File: src/rtl/slave_port_arbiter_if.sv
`default_nettype none
// ============================================================================
// Module   : slave_port_arbiter_if
// Purpose  : Request/ack bus between a crossbar master and a slave port.
// Revision : 1.0 - initial release
// ============================================================================
interface slave_port_arbiter_if #(
  parameter int N = 32
);
  logic         req;
  logic [N-1:0] addr;
  logic         cmd;
  logic [N-1:0] wdata;
  logic         ack;
  logic [N-1:0] rdata;

  modport master (output req, addr, cmd, wdata, input  ack, rdata);
  modport slave  (input  req, addr, cmd, wdata, output ack, rdata);
endinterface
`default_nettype wire

File: src/rtl/slave_port_arbiter.sv
`default_nettype none
// ============================================================================
// Module   : slave_port_arbiter
// Purpose  : Two-master round-robin arbiter for one crossbar slave port.
// Revision : 1.0 - initial release
// ============================================================================
module slave_port_arbiter #(
  parameter int N = 32
) (
  input  logic                 clk,
  input  logic                 rst,
  slave_port_arbiter_if.slave  master_1,
  slave_port_arbiter_if.slave  master_2,
  slave_port_arbiter_if.master slave
);
  typedef enum logic [1:0] {
    IDLE    = 2'd0,
    GRANT_1 = 2'd1,
    GRANT_2 = 2'd2
  } state_t;

  localparam logic         c_OWNER_M1 = 1'b0;
  localparam logic         c_OWNER_M2 = 1'b1;
  localparam logic [N-1:0] c_ZERO     = '0;

  state_t state_q, state_d;
  logic   last_grant_q, last_grant_d;
  logic   rd_pending_q, rd_pending_d;
  logic   rd_owner_q, rd_owner_d;

  always_comb begin
    state_d        = state_q;
    last_grant_d   = last_grant_q;
    rd_pending_d   = 1'b0;
    rd_owner_d     = rd_owner_q;
    slave.req      = 1'b0;
    slave.addr     = c_ZERO;
    slave.cmd      = 1'b0;
    slave.wdata    = c_ZERO;
    master_1.ack   = 1'b0;
    master_2.ack   = 1'b0;
    master_1.rdata = c_ZERO;
    master_2.rdata = c_ZERO;

    case (state_q)
      IDLE: begin
        if (master_1.req && (!master_2.req || last_grant_q == c_OWNER_M2)) begin
          state_d = GRANT_1;
        end else if (master_2.req) begin
          state_d = GRANT_2;
        end
      end
      GRANT_1: begin
        slave.req    = master_1.req;
        slave.addr   = master_1.addr;
        slave.cmd    = master_1.cmd;
        slave.wdata  = master_1.wdata;
        master_1.ack = slave.ack & master_1.req;
        // A dropped request abandons the grant without an ack.
        if (!master_1.req) begin
          state_d = IDLE;
        end else if (slave.ack) begin
          state_d      = IDLE;
          last_grant_d = c_OWNER_M1;
          if (!master_1.cmd) begin
            rd_pending_d = 1'b1;
            rd_owner_d   = c_OWNER_M1;
          end
        end
      end
      GRANT_2: begin
        slave.req    = master_2.req;
        slave.addr   = master_2.addr;
        slave.cmd    = master_2.cmd;
        slave.wdata  = master_2.wdata;
        master_2.ack = slave.ack & master_2.req;
        if (!master_2.req) begin
          state_d = IDLE;
        end else if (slave.ack) begin
          state_d      = IDLE;
          last_grant_d = c_OWNER_M2;
          if (!master_2.cmd) begin
            rd_pending_d = 1'b1;
            rd_owner_d   = c_OWNER_M2;
          end
        end
      end
      default: state_d = IDLE;
    endcase

    // Read data lands during the bubble after the ack, so it never overlaps a grant.
    if (rd_pending_q) begin
      if (rd_owner_q == c_OWNER_M1) begin
        master_1.rdata = slave.rdata;
      end else begin
        master_2.rdata = slave.rdata;
      end
    end
  end

  always_ff @(posedge clk or negedge rst) begin
    if (!rst) begin
      state_q      <= IDLE;
      last_grant_q <= c_OWNER_M2;
      rd_pending_q <= 1'b0;
      rd_owner_q   <= c_OWNER_M1;
    end else begin
      state_q      <= state_d;
      last_grant_q <= last_grant_d;
      rd_pending_q <= rd_pending_d;
      rd_owner_q   <= rd_owner_d;
    end
  end
endmodule
`default_nettype wire
File: src/flat_wrapper.sv
// flat-port wrapper written by rule: the top's interface ports become plain ports
module slave_port_arbiter_flat 
#(
  parameter int N = 32
)
  (clk, rst, master_1_req, master_1_addr, master_1_cmd, master_1_wdata, master_1_ack, master_1_rdata, master_2_req, master_2_addr, master_2_cmd, master_2_wdata, master_2_ack, master_2_rdata, slave_req, slave_addr, slave_cmd, slave_wdata, slave_ack, slave_rdata);
  slave_port_arbiter_if #(.N(N)) master_1_i ();
  slave_port_arbiter_if #(.N(N)) master_2_i ();
  slave_port_arbiter_if #(.N(N)) slave_i ();
  input  logic clk;
  input  logic rst;
  input wire logic [$bits(master_1_i.req)-1:0] master_1_req;
  input wire logic [$bits(master_1_i.addr)-1:0] master_1_addr;
  input wire logic [$bits(master_1_i.cmd)-1:0] master_1_cmd;
  input wire logic [$bits(master_1_i.wdata)-1:0] master_1_wdata;
  output wire logic [$bits(master_1_i.ack)-1:0] master_1_ack;
  output wire logic [$bits(master_1_i.rdata)-1:0] master_1_rdata;
  input wire logic [$bits(master_2_i.req)-1:0] master_2_req;
  input wire logic [$bits(master_2_i.addr)-1:0] master_2_addr;
  input wire logic [$bits(master_2_i.cmd)-1:0] master_2_cmd;
  input wire logic [$bits(master_2_i.wdata)-1:0] master_2_wdata;
  output wire logic [$bits(master_2_i.ack)-1:0] master_2_ack;
  output wire logic [$bits(master_2_i.rdata)-1:0] master_2_rdata;
  output wire logic [$bits(slave_i.req)-1:0] slave_req;
  output wire logic [$bits(slave_i.addr)-1:0] slave_addr;
  output wire logic [$bits(slave_i.cmd)-1:0] slave_cmd;
  output wire logic [$bits(slave_i.wdata)-1:0] slave_wdata;
  input wire logic [$bits(slave_i.ack)-1:0] slave_ack;
  input wire logic [$bits(slave_i.rdata)-1:0] slave_rdata;
  assign master_1_i.req = master_1_req;
  assign master_1_i.addr = master_1_addr;
  assign master_1_i.cmd = master_1_cmd;
  assign master_1_i.wdata = master_1_wdata;
  assign master_1_ack = master_1_i.ack;
  assign master_1_rdata = master_1_i.rdata;
  assign master_2_i.req = master_2_req;
  assign master_2_i.addr = master_2_addr;
  assign master_2_i.cmd = master_2_cmd;
  assign master_2_i.wdata = master_2_wdata;
  assign master_2_ack = master_2_i.ack;
  assign master_2_rdata = master_2_i.rdata;
  assign slave_req = slave_i.req;
  assign slave_addr = slave_i.addr;
  assign slave_cmd = slave_i.cmd;
  assign slave_wdata = slave_i.wdata;
  assign slave_i.ack = slave_ack;
  assign slave_i.rdata = slave_rdata;
  slave_port_arbiter #(.N(N)) u_core (.clk(clk), .rst(rst), .master_1(master_1_i), .master_2(master_2_i), .slave(slave_i));
endmodule
File: config.mk
export PLATFORM = sky130hd
export DESIGN_NAME = slave_port_arbiter_flat
export DESIGN_NICKNAME = d
export VERILOG_FILES = /design/src/rtl/slave_port_arbiter_if.sv /design/src/rtl/slave_port_arbiter.sv /design/src/flat_wrapper.sv
export SDC_FILE = /design/constraint.sdc
export NUM_CORES = 1
export LEC_CHECK = 0
export CAP_MARGIN = 25
export CORE_AREA = 2 2 115 117
export DETAILED_ROUTE_END_ITERATION = 16
export DIE_AREA = 0 0 117 119
export PLACE_DENSITY = 0.6
export SYNTH_ARGS = -nofsm -noshare
export SYNTH_HDL_FRONTEND = slang
export SYNTH_SLANG_ARGS = --single-unit
File: constraint.sdc
create_clock -name clk -period 1.5 [get_ports clk]
set_input_delay 0.15 -clock clk [delete_from_list [all_inputs] [get_ports clk]]
set_output_delay 0.15 -clock clk [all_outputs]
set_load 0.1 [all_outputs]
# [Word level (Yosys, flattened, before mapping)]
# Cells that the tools add are included.
[totals] ff_bits=5 input_bits=167 out_inout_bits=132 elab_cells=57
[op_classes] eq_ne=9 mux=35 bitwise=2 n_reduce_logical=7
[ops] cell="2-to-1 mux 32 bit" count=4
[ops] cell="one-hot mux 32 bit (2 select lines)" count=2
[ops] cell="2-to-1 mux 1 bit" count=18
[ops] cell="!= test 2 bit, second input constant" count=6
[ops] cell="2-to-1 mux 2 bit" count=5
[ops] cell="one-hot mux 1 bit (2 select lines)" count=5
[ops] cell="AND reduction 7 bit" count=1
[ops] cell="one-hot mux 2 bit (3 select lines)" count=1
[ops] cell="AND reduction 5 bit" count=1
[ops] cell="!= test 3 x 2 -> 1 bit, second input constant" count=1
[ops] cell="AND 1 bit" count=2
[ops] cell="== test 2 x 1 -> 1 bit, second input constant" count=1
[ops] cell="== test 2 bit, second input constant" count=1
[ops] cell="logical NOT 2 bit" count=1
[ops] cell="nonzero test 2 bit" count=1
[ops] cell="logical AND 1 bit" count=1
[ops] cell="logical NOT 1 bit" count=1
[ops] cell="logical OR 1 bit" count=1

# [Longest topological paths before layout]
[depth] depth_word=5 depth_mapped=6 depth_no_buf=5

# [Worst setup path after synthesis]
# Ideal clock, no wire load.
[synth_timing] path_kind="register to output" from="reg u_core.state_q[0]" to="out slave_req" arrival_ns=3.241 t_required_ns=1.350 slack_ns=-1.891 stages_incl_launch_ff=5 n_path_buf=1 cell_sequence="dfrtp_1 inv_1 ha_1 clkbuf_1 a21boi_0"
[synth_between] elab_chain_cells=2
[synth_lines] item="start: declaration" line_no="slave_port_arbiter.sv:26" source="state_t state_q, state_d;"
[synth_lines] item="start signal: assignment" line_no="slave_port_arbiter.sv:108" source="state_q <= state_d;"
[synth_lines] item="== test 2 bit / == test 2 x 1 -> 1 bit (equally long branches)" line_no="slave_port_arbiter.sv:45" source="case (state_q)"
[synth_lines] item="one-hot mux 1 bit (2 select lines) (*)" line_no="slave_port_arbiter.sv:45"
[synth_lines] item="end: declaration" line_no="flat_wrapper.sv:24" source="output wire logic [$bits(slave_i.req)-1:0] slave_req;"
# Mark *: on every way between the ends. The rest lies on a longest branch, timed or not.

# [Worst setup path after layout]
[layout_timing] from="reg u_core.state_q[1]" to="out slave_addr[15]"
[layout_between] elab_chain_cells=2
[layout_lines] item="== test 2 bit / == test 2 x 1 -> 1 bit (equally long branches)" line_no="slave_port_arbiter.sv:45"
[layout_lines] item="one-hot mux 32 bit (2 select lines) (*)" line_no="slave_port_arbiter.sv:45"
[layout_lines] item="end: declaration" line_no="flat_wrapper.sv:25" source="output wire logic [$bits(slave_i.addr)-1:0] slave_addr;"
# Marked as above.

==> flow_summary.toml <==
[final_layout]
antennaDiodeCount = 0
fin_nets = 769
drive_gt1_frac = 0.676
area_growth_pct = 344
multiInputGateArea_um2 = 2610
utilization = 0.638
fill_cells = 1002
final_area_um2 = 8210
seq_area_um2 = 128

[routing]
routed.top_layer = "met4"
wl_met1_um = 4830
wl_met3_um = 1250
drtIter0Drc = 80
vias_per_cell = 4.56
met2_length_um = 8030
dr_total_vias = 3514
ant_nets = 0
post_drt_wl_per_cell_um = 18.6
drc = 0
wl_um = 14300
dr.pass1.iters = 4

[power_and_ir_drop]
cellLeakagePower_nw = 3.14
power.internal_mw = 7.85
p_sw_mw = 8.65
ir_drop_mv = 1.27
cellPowerDensity_nw_per_um2 = 2010
combPwrFrac = 0.956
seq_power_share = 0.017
sw_frac_of_total = 0.524
power_frac_clock = 0.028

[die]
die_y_um = 119
io_pins = 299
die_w_um = 117
core_area_um2 = 12900
initial_core_util = 0.143
dieArea_um2 = 13900
rows = 42

[logic_synthesis]
syn_area_per_cell_um2 = 6.87
ys_seq_area_frac = 0.0684
yosysWarnings = 0
synthesis.area_um2 = 1850
synth_seq_cells = 5
syn-num-nets = 442
synth_cell_types = 31
synthCells = 269

[placed_design]
dp_slack_ns = -0.179
place_hpwl_um = 10600
dpl-instance-area_um2 = 7270
gp_congestion = 0.792
io_buffers = 298

[worst_setup_path]
required_ns = 1.35
worst-path-buf-inv = 4
slowest_delay_ns = 0.40
reg2reg_to = "u_core.state_q[0]"
worstPathArrival_ns = 1.71
critical_path_class = "reg2out"
critPathTopFamily = "buffers and inverters"
slowest_stage = "dfrtp_1"
endpoint_kind = "output port"
cp_max_fo = 8
critPathLaunch = "u_core.state_q[1]"
reg2reg_depth = 8
cp-start-kind = "register"
path_cells = "buf_6 -> ha_4 -> buf_6 -> buf_8 -> a22oi_2 -> nor2b_4 -> buf_12"
r2r_slack_ns = -0.21
r2r_start = "u_core.state_q[0]"
critPathMostFrequentCell = "buf_6"

[clock_tree]
insertion_delay_ns = 0.23
cts_tree = "yes"
cts-root-buf = "clkbuf_16"
cts_buffers = 3
clkSinkCount = 5
cts.clk_slew.worst_paths_ns = 0.04
cts_buffer_depth = 2
cts_htree_levels = 1
hold_buffers = 0

[sta]
slew_headroom = 0.808
hold_slack_ns = 0.155
worst_pin_slew_ns = 0.286
fmax_ghz = 0.538
setup_ws_ns = -0.359
finalHoldViolations = 0
min_period_over_period = 1.24
finalSetupTns_ns = -23.90
rsz0062_at_grt = "yes"
setup_viol = 95
period_needed_ns = 1.86
final.setup_skew_ns = 0.000463
drv_slew = 0

[flow_run]
maxCapViolations = 0

[global_route]
grt_pass1_vias = 3673
overflow = 0
grt_usage = 0.182
grt_pass1_wl_um = 20000
grt_start_max_net_pins = 35
antenna_found_initial = 0

[run_status]
outcome = "finished with violations"
violations = "setup timing"

[hold_path]
hold_class = "in2async"
[Yosys cell counts]
library cell,number,area share
a21boi_0,1,0.0041
a21boi_2,1,0.0061
a22o_1,1,0.0047
a22o_2,1,0.0054
a22oi_1,66,0.27
and2_1,32,0.11
and2_2,1,0.0041
and2b_1,1,0.0041
and3_1,35,0.12
buf_1,1,0.0020
buf_2,7,0.019
buf_4,1,0.0041
buf_6,1,0.0061
clkbuf_1,21,0.043
dfrtp_1,4,0.054
dfstp_2,1,0.014
ha_1,6,0.041
inv_1,2,0.0041
nand2_1,5,0.010
nand3_1,1,0.0027
nand4b_1,1,0.0047
nor2_1,2,0.0041
nor2b_1,67,0.23
nor3_1,1,0.0027
nor4_1,1,0.0034
o21ai_0,2,0.0054
o22a_1,2,0.0095
o22ai_1,1,0.0034
o31a_1,1,0.0047
o32a_1,1,0.0054
o41a_1,1,0.0061
[stage by stage]
| step | cells | power (mW) |
|---|---|---|
| after global placement | 739 | 13.6 |
| after global routing | 771 | 17.0 |
| after detailed placement | 739 | 13.7 |
| after floorplan | 269 | 9.56 |
| final | 771 | 16.5 |
| after CTS | 755 | 15.3 |
[worst max-delay path by stage]
stage / end / slack, ns / cells past startpoint
4_1_cts: slave_addr[24] / -0.38 / 6
6_report: slave_addr[15] / -0.36 / 7
3_5_place_dp: slave_addr[15] / -0.18 / 6
3_3_place_gp: u_core.rd_owner_q / -0.14 / 5
5_1_grt: slave_wdata[11] / -0.43 / 6
2_1_floorplan: slave_addr[16] / -0.25 / 6
[layout make-up]
cell class                      count  share of cell area
Clock buffer                        4             0.00960
Inverter                            2             0.00122
Multi-Input combinational cell    231               0.318
Tap cell                          176              0.0268
Sequential cell                     5              0.0155
Timing Repair Buffer              353               0.628
[state kept, by name (all words and copies together), names as in the netlist]
name / count
u_core.state_q: 2
u_core.last_grant_q: 1
u_core.rd_owner_q: 1
u_core.rd_pending_q: 1
[power by group through the flow]
stage | clock [mW] | sequential, mW | combinational [mW]
2_1_floorplan | 0 | 0.275 | 9.29
3_3_place_gp | 0 | 0.265 | 13.3
3_5_place_dp | 0 | 0.272 | 13.4
4_1_cts | 0.456 | 0.269 | 14.6
5_1_grt | 0.467 | 0.286 | 16.3
6_report | 0.454 | 0.277 | 15.8
[layout by cell type (no fill, tap or decap), types with 2 or more instances in the layout]
master | synthesis | routed
clkbuf_16 | 0 | 10
buf_4 | 1 | 13
buf_6 | 1 | 16
and3_2 | 0 | 31
buf_16 | 0 | 6
a22oi_2 | 0 | 66
buf_12 | 0 | 140
dfrtp_1 | 4 | 3
and2_4 | 0 | 33
and3_1 | 35 | 2
buf_8 | 0 | 5
and3_4 | 0 | 2
nand2_1 | 5 | 4
o22a_1 | 2 | 2
nor2b_4 | 0 | 66
o21ai_1 | 0 | 2
ha_4 | 0 | 4
nor2_1 | 2 | 2
clkdlybuf4s50_1 | 0 | 166
[cell families (layout without fill, tap and decap cells)]
family,count (synthesis),after routing,share of synthesized area
and+or+nand+nor,147,147,0.490
AOI/OAI and AO/OA,78,78,0.323
adders and majority gates,6,6,0.0406
DFF,5,5,0.0684
buffers and inverters,33,359,0.0779
[repair_timing]
action | in CTS | in global routing
gates cloned | 5 | 10
hold endpoints to repair | 0 | 0
pin swaps | 5 | 41
setup buffers | 7 | 7
endpoints found under the setup margin | 104 | 115
resized for setup | 42 | 72
[routing by layer]
metal  vias to the layer above  global-route usage
li1                       1639                   -
met1                      1683               0.183
met2                       175               0.361
met3                        17              0.0489
met4                         0              0.0412
met5                         -                   0
[worst register-to-register path: stages (launching register included)]
cell	delay [ns]
dfrtp_2	0.45
inv_4	0.11
ha_4	0.18
clkbuf_16	0.15
buf_8	0.13
buf_6	0.12
a22oi_2	0.07
o32a_1	0.29
o21ai_1	0.15
Power figures use the tool's default switching activity.
